**config.mk**
```make
export PLATFORM = sky130hd
export DESIGN_NAME = dmem_arbiter
export DESIGN_NICKNAME = d
export VERILOG_FILES = /design/src/rtl/dmem_arbiter.sv
export SDC_FILE = /design/constraint.sdc
export NUM_CORES = 1
export LEC_CHECK = 0
export CORE_AREA = 2 2 132 134
export DETAILED_ROUTE_END_ITERATION = 8
export DIE_AREA = 0 0 134 136
export PLACE_DENSITY = 0.78
export SYNTH_ARGS = -nofsm -noshare
export SYNTH_HDL_FRONTEND = slang
export SYNTH_SLANG_ARGS = --single-unit
```
**constraint.sdc**
```tcl
create_clock -name clk -period 3.88 [get_ports clk]
set_clock_uncertainty 0.15 [all_clocks]
set_input_delay 0.582 -clock clk [delete_from_list [all_inputs] [get_ports clk]]
set_output_delay 0.582 -clock clk [all_outputs]
set_load 0.005 [all_outputs]
```
**src/rtl/dmem_arbiter.sv**
```systemverilog
// Two-port round-robin arbiter in front of the single data_memory port.
// Each accepted request takes three cycles: IDLE (accept), ACCESS (memory), RESP (pulse).
module dmem_arbiter #(
  parameter int ADDR_WIDTH = 32,
  parameter int DATA_WIDTH = 32,
  parameter int NUM_LOCS   = 64
) (
  input  logic                  clk,
  input  logic                  rstn,
  input  logic                  req0_valid,
  output logic                  req0_ready,
  input  logic [ADDR_WIDTH-1:0] req0_addr,
  input  logic [DATA_WIDTH-1:0] req0_wdata,
  input  logic                  req0_write,
  input  logic [1:0]            req0_type,
  input  logic                  req0_unsigned,
  output logic                  rsp0_valid,
  output logic [DATA_WIDTH-1:0] rsp0_rdata,
  output logic                  rsp0_err,
  input  logic                  req1_valid,
  output logic                  req1_ready,
  input  logic [ADDR_WIDTH-1:0] req1_addr,
  input  logic [DATA_WIDTH-1:0] req1_wdata,
  input  logic                  req1_write,
  input  logic [1:0]            req1_type,
  input  logic                  req1_unsigned,
  output logic                  rsp1_valid,
  output logic [DATA_WIDTH-1:0] rsp1_rdata,
  output logic                  rsp1_err,
  output logic [ADDR_WIDTH-1:0] mem_addr,
  output logic [DATA_WIDTH-1:0] mem_write_data,
  output logic                  mem_read,
  output logic                  mem_write,
  output logic [1:0]            load_store_type,
  output logic                  load_unsigned,
  input  logic [DATA_WIDTH-1:0] mem_read_data
);

  typedef enum logic [1:0] {IDLE, ACCESS, RESP} state_t;

  typedef struct packed {
    logic [ADDR_WIDTH-1:0] addr;
    logic [DATA_WIDTH-1:0] wdata;
    logic                  write;
    logic [1:0]            typ;
    logic                  uns;
    logic                  port;
  } req_t;

  localparam logic [ADDR_WIDTH:0] LIMIT = (ADDR_WIDTH+1)'(NUM_LOCS * 4);

  state_t                state, state_nxt;
  logic                  last_grant;
  req_t                  req_q, req_sel;
  logic                  range_err_q, range_err_sel;
  logic [DATA_WIDTH-1:0] rdata_q;
  logic                  winner, accept;
  logic [ADDR_WIDTH:0]   last_byte;
  logic [ADDR_WIDTH:0]   extra_bytes;
  logic                  rsp_legal_load;
  logic [DATA_WIDTH-1:0] rsp_rdata;

  // Arbitration, payload mux and range check for the request being accepted.
  // NOTE: every always_comb output gets a default first so no latch is inferred.
  always_comb begin
    winner = req1_valid;
    if (req0_valid && req1_valid) winner = ~last_grant;
    accept = (state == IDLE) && (req0_valid || req1_valid);

    req_sel = '0;
    if (winner) begin
      req_sel.addr  = req1_addr;
      req_sel.wdata = req1_wdata;
      req_sel.write = req1_write;
      req_sel.typ   = req1_type;
      req_sel.uns   = req1_unsigned;
      req_sel.port  = 1'b1;
    end else begin
      req_sel.addr  = req0_addr;
      req_sel.wdata = req0_wdata;
      req_sel.write = req0_write;
      req_sel.typ   = req0_type;
      req_sel.uns   = req0_unsigned;
      req_sel.port  = 1'b0;
    end

    // Type 11 is treated as a single byte for the range check.
    case (req_sel.typ)
      2'b01:   extra_bytes = (ADDR_WIDTH+1)'(1);
      2'b10:   extra_bytes = (ADDR_WIDTH+1)'(3);
      default: extra_bytes = '0;
    endcase
    // One extra bit so an access that wraps past the top of the address space is caught.
    last_byte     = {1'b0, req_sel.addr} + extra_bytes;
    range_err_sel = (last_byte >= LIMIT);
  end

  assign req0_ready = accept && !winner;
  assign req1_ready = accept &&  winner;

  always_comb begin
    state_nxt = state;
    case (state)
      IDLE:    if (accept) state_nxt = ACCESS;
      ACCESS:  state_nxt = RESP;
      RESP:    state_nxt = IDLE;
      default: state_nxt = IDLE;
    endcase
  end

  // NOTE: sequential state uses non-blocking assignments only, so every flop samples
  // the pre-edge values regardless of statement order.
  always_ff @(posedge clk) begin
    if (!rstn) begin
      state       <= IDLE;
      last_grant  <= 1'b1;
      req_q       <= '0;
      range_err_q <= 1'b0;
      rdata_q     <= '0;
    end else begin
      state <= state_nxt;
      if (accept) begin
        req_q       <= req_sel;
        range_err_q <= range_err_sel;
        last_grant  <= winner;
      end
      if (state == ACCESS) rdata_q <= mem_read_data;
    end
  end

  // Memory side: only ACCESS drives anything, and an out-of-range request never strobes.
  always_comb begin
    mem_addr        = '0;
    mem_write_data  = '0;
    mem_read        = 1'b0;
    mem_write       = 1'b0;
    load_store_type = 2'b00;
    load_unsigned   = 1'b0;
    if (state == ACCESS) begin
      mem_addr        = req_q.addr;
      mem_write_data  = req_q.wdata;
      load_store_type = req_q.typ;
      load_unsigned   = req_q.uns;
      mem_read        = !range_err_q && !req_q.write;
      mem_write       = !range_err_q &&  req_q.write;
    end
  end

  assign rsp_legal_load = !range_err_q && !req_q.write;
  assign rsp_rdata      = rsp_legal_load ? rdata_q : '0;

  always_comb begin
    rsp0_valid = 1'b0;
    rsp0_rdata = '0;
    rsp0_err   = 1'b0;
    rsp1_valid = 1'b0;
    rsp1_rdata = '0;
    rsp1_err   = 1'b0;
    if (state == RESP) begin
      if (req_q.port) begin
        rsp1_valid = 1'b1;
        rsp1_rdata = rsp_rdata;
        rsp1_err   = range_err_q;
      end else begin
        rsp0_valid = 1'b1;
        rsp0_rdata = rsp_rdata;
        rsp0_err   = range_err_q;
      end
    end
  end

endmodule
```
==> results_dict.tcl <==
set metrics [dict create \
    num_vias 6630 \
    post_route_cells_drive_above_1_share 0.0582 \
    tightestPinTransition_ps 707 \
    tritoncts_clock_tree "built" \
    leakage_nw 3.92 \
    max_slew_violation_count 0 \
    fillerInstances 1558 \
    avgSynthCellArea_um2 7.82 \
    worst_path_most_repeated_cell "sky130_fd_sc_hd__ha_1" \
    grt_overflow_total 0 \
    status "complete, no violations" \
    cts-root-buf "sky130_fd_sc_hd__clkbuf_16" \
    timing.final.crit_share 0.937 \
    dp.cells 1292 \
    preCtsSetupSlack_ps -133 \
    placement.io_buffers 310 \
    synth.ff_latch_count 105 \
    critPathKind "primary input to register" \
    h-tree-depth 3 \
    critical_path_required_ps 3960 \
    rows 48 \
    stdcell_count 1308 \
    dieHeight_um 136 \
    setup.worst_path.start_class "primary input" \
    clk_path_buf_depth 2 \
    clock-sinks 105 \
    cts_post_setup_buffers_inserted 0 \
    timing.critical_path.slowest_cell_delay_ps 480 \
    critPathTopFamily "adder cells" \
    postSynthCellCount 787 \
    fmax_ghz 0.275 \
    first_global_vias 6044 \
    hpwlAfterDp_mm 15.9 \
    worstPathBufferInverterCount 2 \
    worst-r2r-cell-count 12 \
    timing.hold.worst.class "register to register" \
    routed_wl_mm 21.1 \
    postCtsResizedCells 0 \
    number_of_nets_in_the_finished_design 1254 \
    dominantRegCellSynth "sky130_fd_sc_hd__dfxtp_1" \
    net-switching-power_w 0.000846 \
    yosysSeqAreaShare 0.342 \
    final_core_util 0.584 \
    wire_length_of_the_first_global_routing_pass_mm 31.8 \
    clk_latency_ps 340 \
    slew_headroom 0.529 \
    unrepaired_setup_endpoints_after_global_routing "false" \
    power.switching_fraction 0.289 \
    core-area_um2 16900 \
    worst_setup_path_end_kind "register" \
    distinct_cell_type_count_after_synthesis 52 \
    initial_utilization 0.365 \
    cap_violations 0 \
    detailedRoute.firstIterationViolations 433 \
    power_density_nw_per_um2 297 \
    synth-edff-count 0 \
    drt_pre_antenna_iters 5 \
    floorplan.die_area_um2 18200 \
    final_period_minus_worst_setup_slack_ps 3640 \
    share_seq_of_total_power 0.422 \
    worst_hold_path_depth 2 \
    maximum_number_of_pins_on_one_net_before_global_route_repair 73 \
    post-route-drc-count 0 \
    power.combinational.fraction 0.253 \
    grtUsageTotal 0.218 \
    p_int_w 0.00208 \
    timing.final.ws_setup_ps 244 \
    insertedDiodeCount 0 \
    antenna_found_initial 0 \
    die_w_um 134 \
    route.detailed.vias_per_inst 5.07 \
    worstPathArrival_ps 3720 \
    path_depth 13 \
    final_hold_violating_endpoints 0 \
    routability_congestion_estimate_from_global_placement 0.904 \
    io-pin-count 311 \
    cpMaxStageDelayCell "sky130_fd_sc_hd__clkdlybuf4s50_1" \
    final_antenna_net_count 0 \
    postSynth.asyncResetShare 0 \
    power.ir.vdd_worst_mv 0.193 \
    cts.clk_slew.worst_paths_ps 70 \
    cts_inserted_buffers 9 \
    crit_fanout 4 \
    mappedNetlistNets 963 \
    wl_per_cell_um 16.1 \
    setup_viol_count_final 0 \
    power.share.clock 0.325 \
    syn_to_final_growth_pct 60.2 \
    synth_area_um2 6150 \
    ys_warn_count 0 \
    path_cells "clkdlybuf4s50_1 -> a21bo_2 -> mux2i_1 -> ha_1 -> inv_1 -> ha_1 -> fa_1 -> o21ai_0 -> mux2_2 -> nor4_1 -> nand4_1 -> a2111oi_2 -> a31oi_1" \
    timing.hold.ws_ps 308 \
    cts-hold-fix-buffers 0 \
]
==> synth_stat cells, types with 4 or more instances <==
master	number	area share
sky130_fd_sc_hd__a21boi_0	69	0.084
sky130_fd_sc_hd__a21oi_1	12	0.0098
sky130_fd_sc_hd__a22oi_1	36	0.044
sky130_fd_sc_hd__and2_1	135	0.14
sky130_fd_sc_hd__buf_1	4	0.0024
sky130_fd_sc_hd__buf_2	6	0.0049
sky130_fd_sc_hd__clkbuf_1	45	0.027
sky130_fd_sc_hd__dfxtp_1	105	0.34
sky130_fd_sc_hd__mux2_2	4	0.0073
sky130_fd_sc_hd__mux2i_1	20	0.033
sky130_fd_sc_hd__nand2_1	176	0.11
sky130_fd_sc_hd__nand3_1	23	0.019
sky130_fd_sc_hd__nand4_1	9	0.0092
sky130_fd_sc_hd__nor2_1	20	0.012
sky130_fd_sc_hd__nor3_1	18	0.015
sky130_fd_sc_hd__nor3b_1	6	0.0073
sky130_fd_sc_hd__nor4_1	6	0.0061
sky130_fd_sc_hd__o211a_1	30	0.049
sky130_fd_sc_hd__o21ai_0	6	0.0049
sky130_fd_sc_hd__or3_1	4	0.0041
sky130_fd_sc_hd__xnor2_1	5	0.0071
sky130_fd_sc_hd__xor2_1	4	0.0057
==> placed cells by master, fill, tap and decap left out, types with 4 or more instances in the layout <==
master	netlist	final
sky130_fd_sc_hd__clkdlybuf4s50_1	0	309
sky130_fd_sc_hd__xnor2_1	5	5
sky130_fd_sc_hd__nor2_1	20	19
sky130_fd_sc_hd__o21ai_0	6	6
sky130_fd_sc_hd__dfxtp_1	105	105
sky130_fd_sc_hd__nand4_1	9	9
sky130_fd_sc_hd__nand2_1	176	176
sky130_fd_sc_hd__a22oi_1	36	36
sky130_fd_sc_hd__nand3_1	23	23
sky130_fd_sc_hd__mux2i_1	20	20
sky130_fd_sc_hd__a21boi_0	69	69
sky130_fd_sc_hd__xor2_1	4	4
sky130_fd_sc_hd__buf_4	3	28
sky130_fd_sc_hd__a21oi_1	12	12
sky130_fd_sc_hd__or3_1	4	4
sky130_fd_sc_hd__nor3b_1	6	4
sky130_fd_sc_hd__nor3_1	18	18
sky130_fd_sc_hd__mux2_2	4	4
sky130_fd_sc_hd__o211a_1	30	30
sky130_fd_sc_hd__and2_1	135	135
sky130_fd_sc_hd__clkbuf_16	0	9
sky130_fd_sc_hd__nor4_1	6	6
==> flip-flops by register name (all words and copies together), names as in the netlist <==
register and flops:
last_grant 1, range_err_q 1, rdata_q 32, req_q 69
state 2
==> per-layer routing <==
layer  share of wire  global-route usage  vias to the layer above  routed length (um)
met2            0.49               0.387                      245               10400
li1                -                   -                     3287                   -
met1            0.42               0.267                     3076                8840
met5               0                   0                        -                   0
met3           0.074              0.0466                       22                1560
met4           0.014              0.0615                        0                 303
==> power groups by stage <==
| stage | clock [W] | sequential (W) | combinational, W |
|---|---|---|---|
| 6_report | 0.000952 | 0.00123 | 0.000740 |
| 3_3_place_gp | 0 | 0.00125 | 0.000733 |
| 3_5_place_dp | 0 | 0.00126 | 0.000740 |
| 5_1_grt | 0.00102 | 0.00125 | 0.000807 |
| 4_1_cts | 0.000979 | 0.00123 | 0.000744 |
| 2_1_floorplan | 0 | 0.00124 | 0.000365 |
==> worst paths after layout <==
kind	endpoint	slack [ps]	from
worst max-delay path	range_err_q	240	req1_valid
worst min-delay path	req_q[20]	310	req_q[20]
worst max register to register	range_err_q	630	last_grant
worst min register to register	req_q[20]	310	req_q[20]
==> cells by family (layout without fill, tap and decap cells) <==
kind of cell / Yosys count / in the layout / share of synthesized area
AND/OR/NAND/NOR: 411 / 411 / 0.334
AO/OA/AOI/OAI: 173 / 173 / 0.222
flip-flops: 105 / 105 / 0.342
buffers and inverters: 61 / 357 / 0.0403
multiplexers: 24 / 24 / 0.0399
XOR/XNOR: 9 / 9 / 0.0128
adder cells (fa/ha/maj): 4 / 4 / 0.00936
==> through the flow <==
stage | TNS, ps | total power [W] | area (um^2)
floorplan | 0 | 0.00160 | 6150
global placement | -108 | 0.00199 | 9550
detailed placement | -133 | 0.00200 | 9550
CTS | 0 | 0.00296 | 9860
global route | 0 | 0.00307 | 9860
finish | 0 | 0.00293 | 9860
==> layout make-up <==
| cell class | instances | area (um^2) | area share |
|---|---|---|---|
| inverters | 3 | 11.3 | 0.00114 |
| clock inverters | 6 | 75.1 | 0.00762 |
| repair buffers | 338 | 3310 | 0.336 |
| well taps | 225 | 282 | 0.0286 |
| flip-flops and latches | 105 | 2100 | 0.213 |
| clock buffers | 10 | 229 | 0.0232 |
| multi-input cells | 621 | 3850 | 0.391 |
==> worst min-delay path: stages (launching register included) <==
cell and delay (ps):
sky130_fd_sc_hd__dfxtp_1 310, sky130_fd_sc_hd__nand2_1 50, sky130_fd_sc_hd__a21boi_0 60
(Power assumes the default switching activity.)
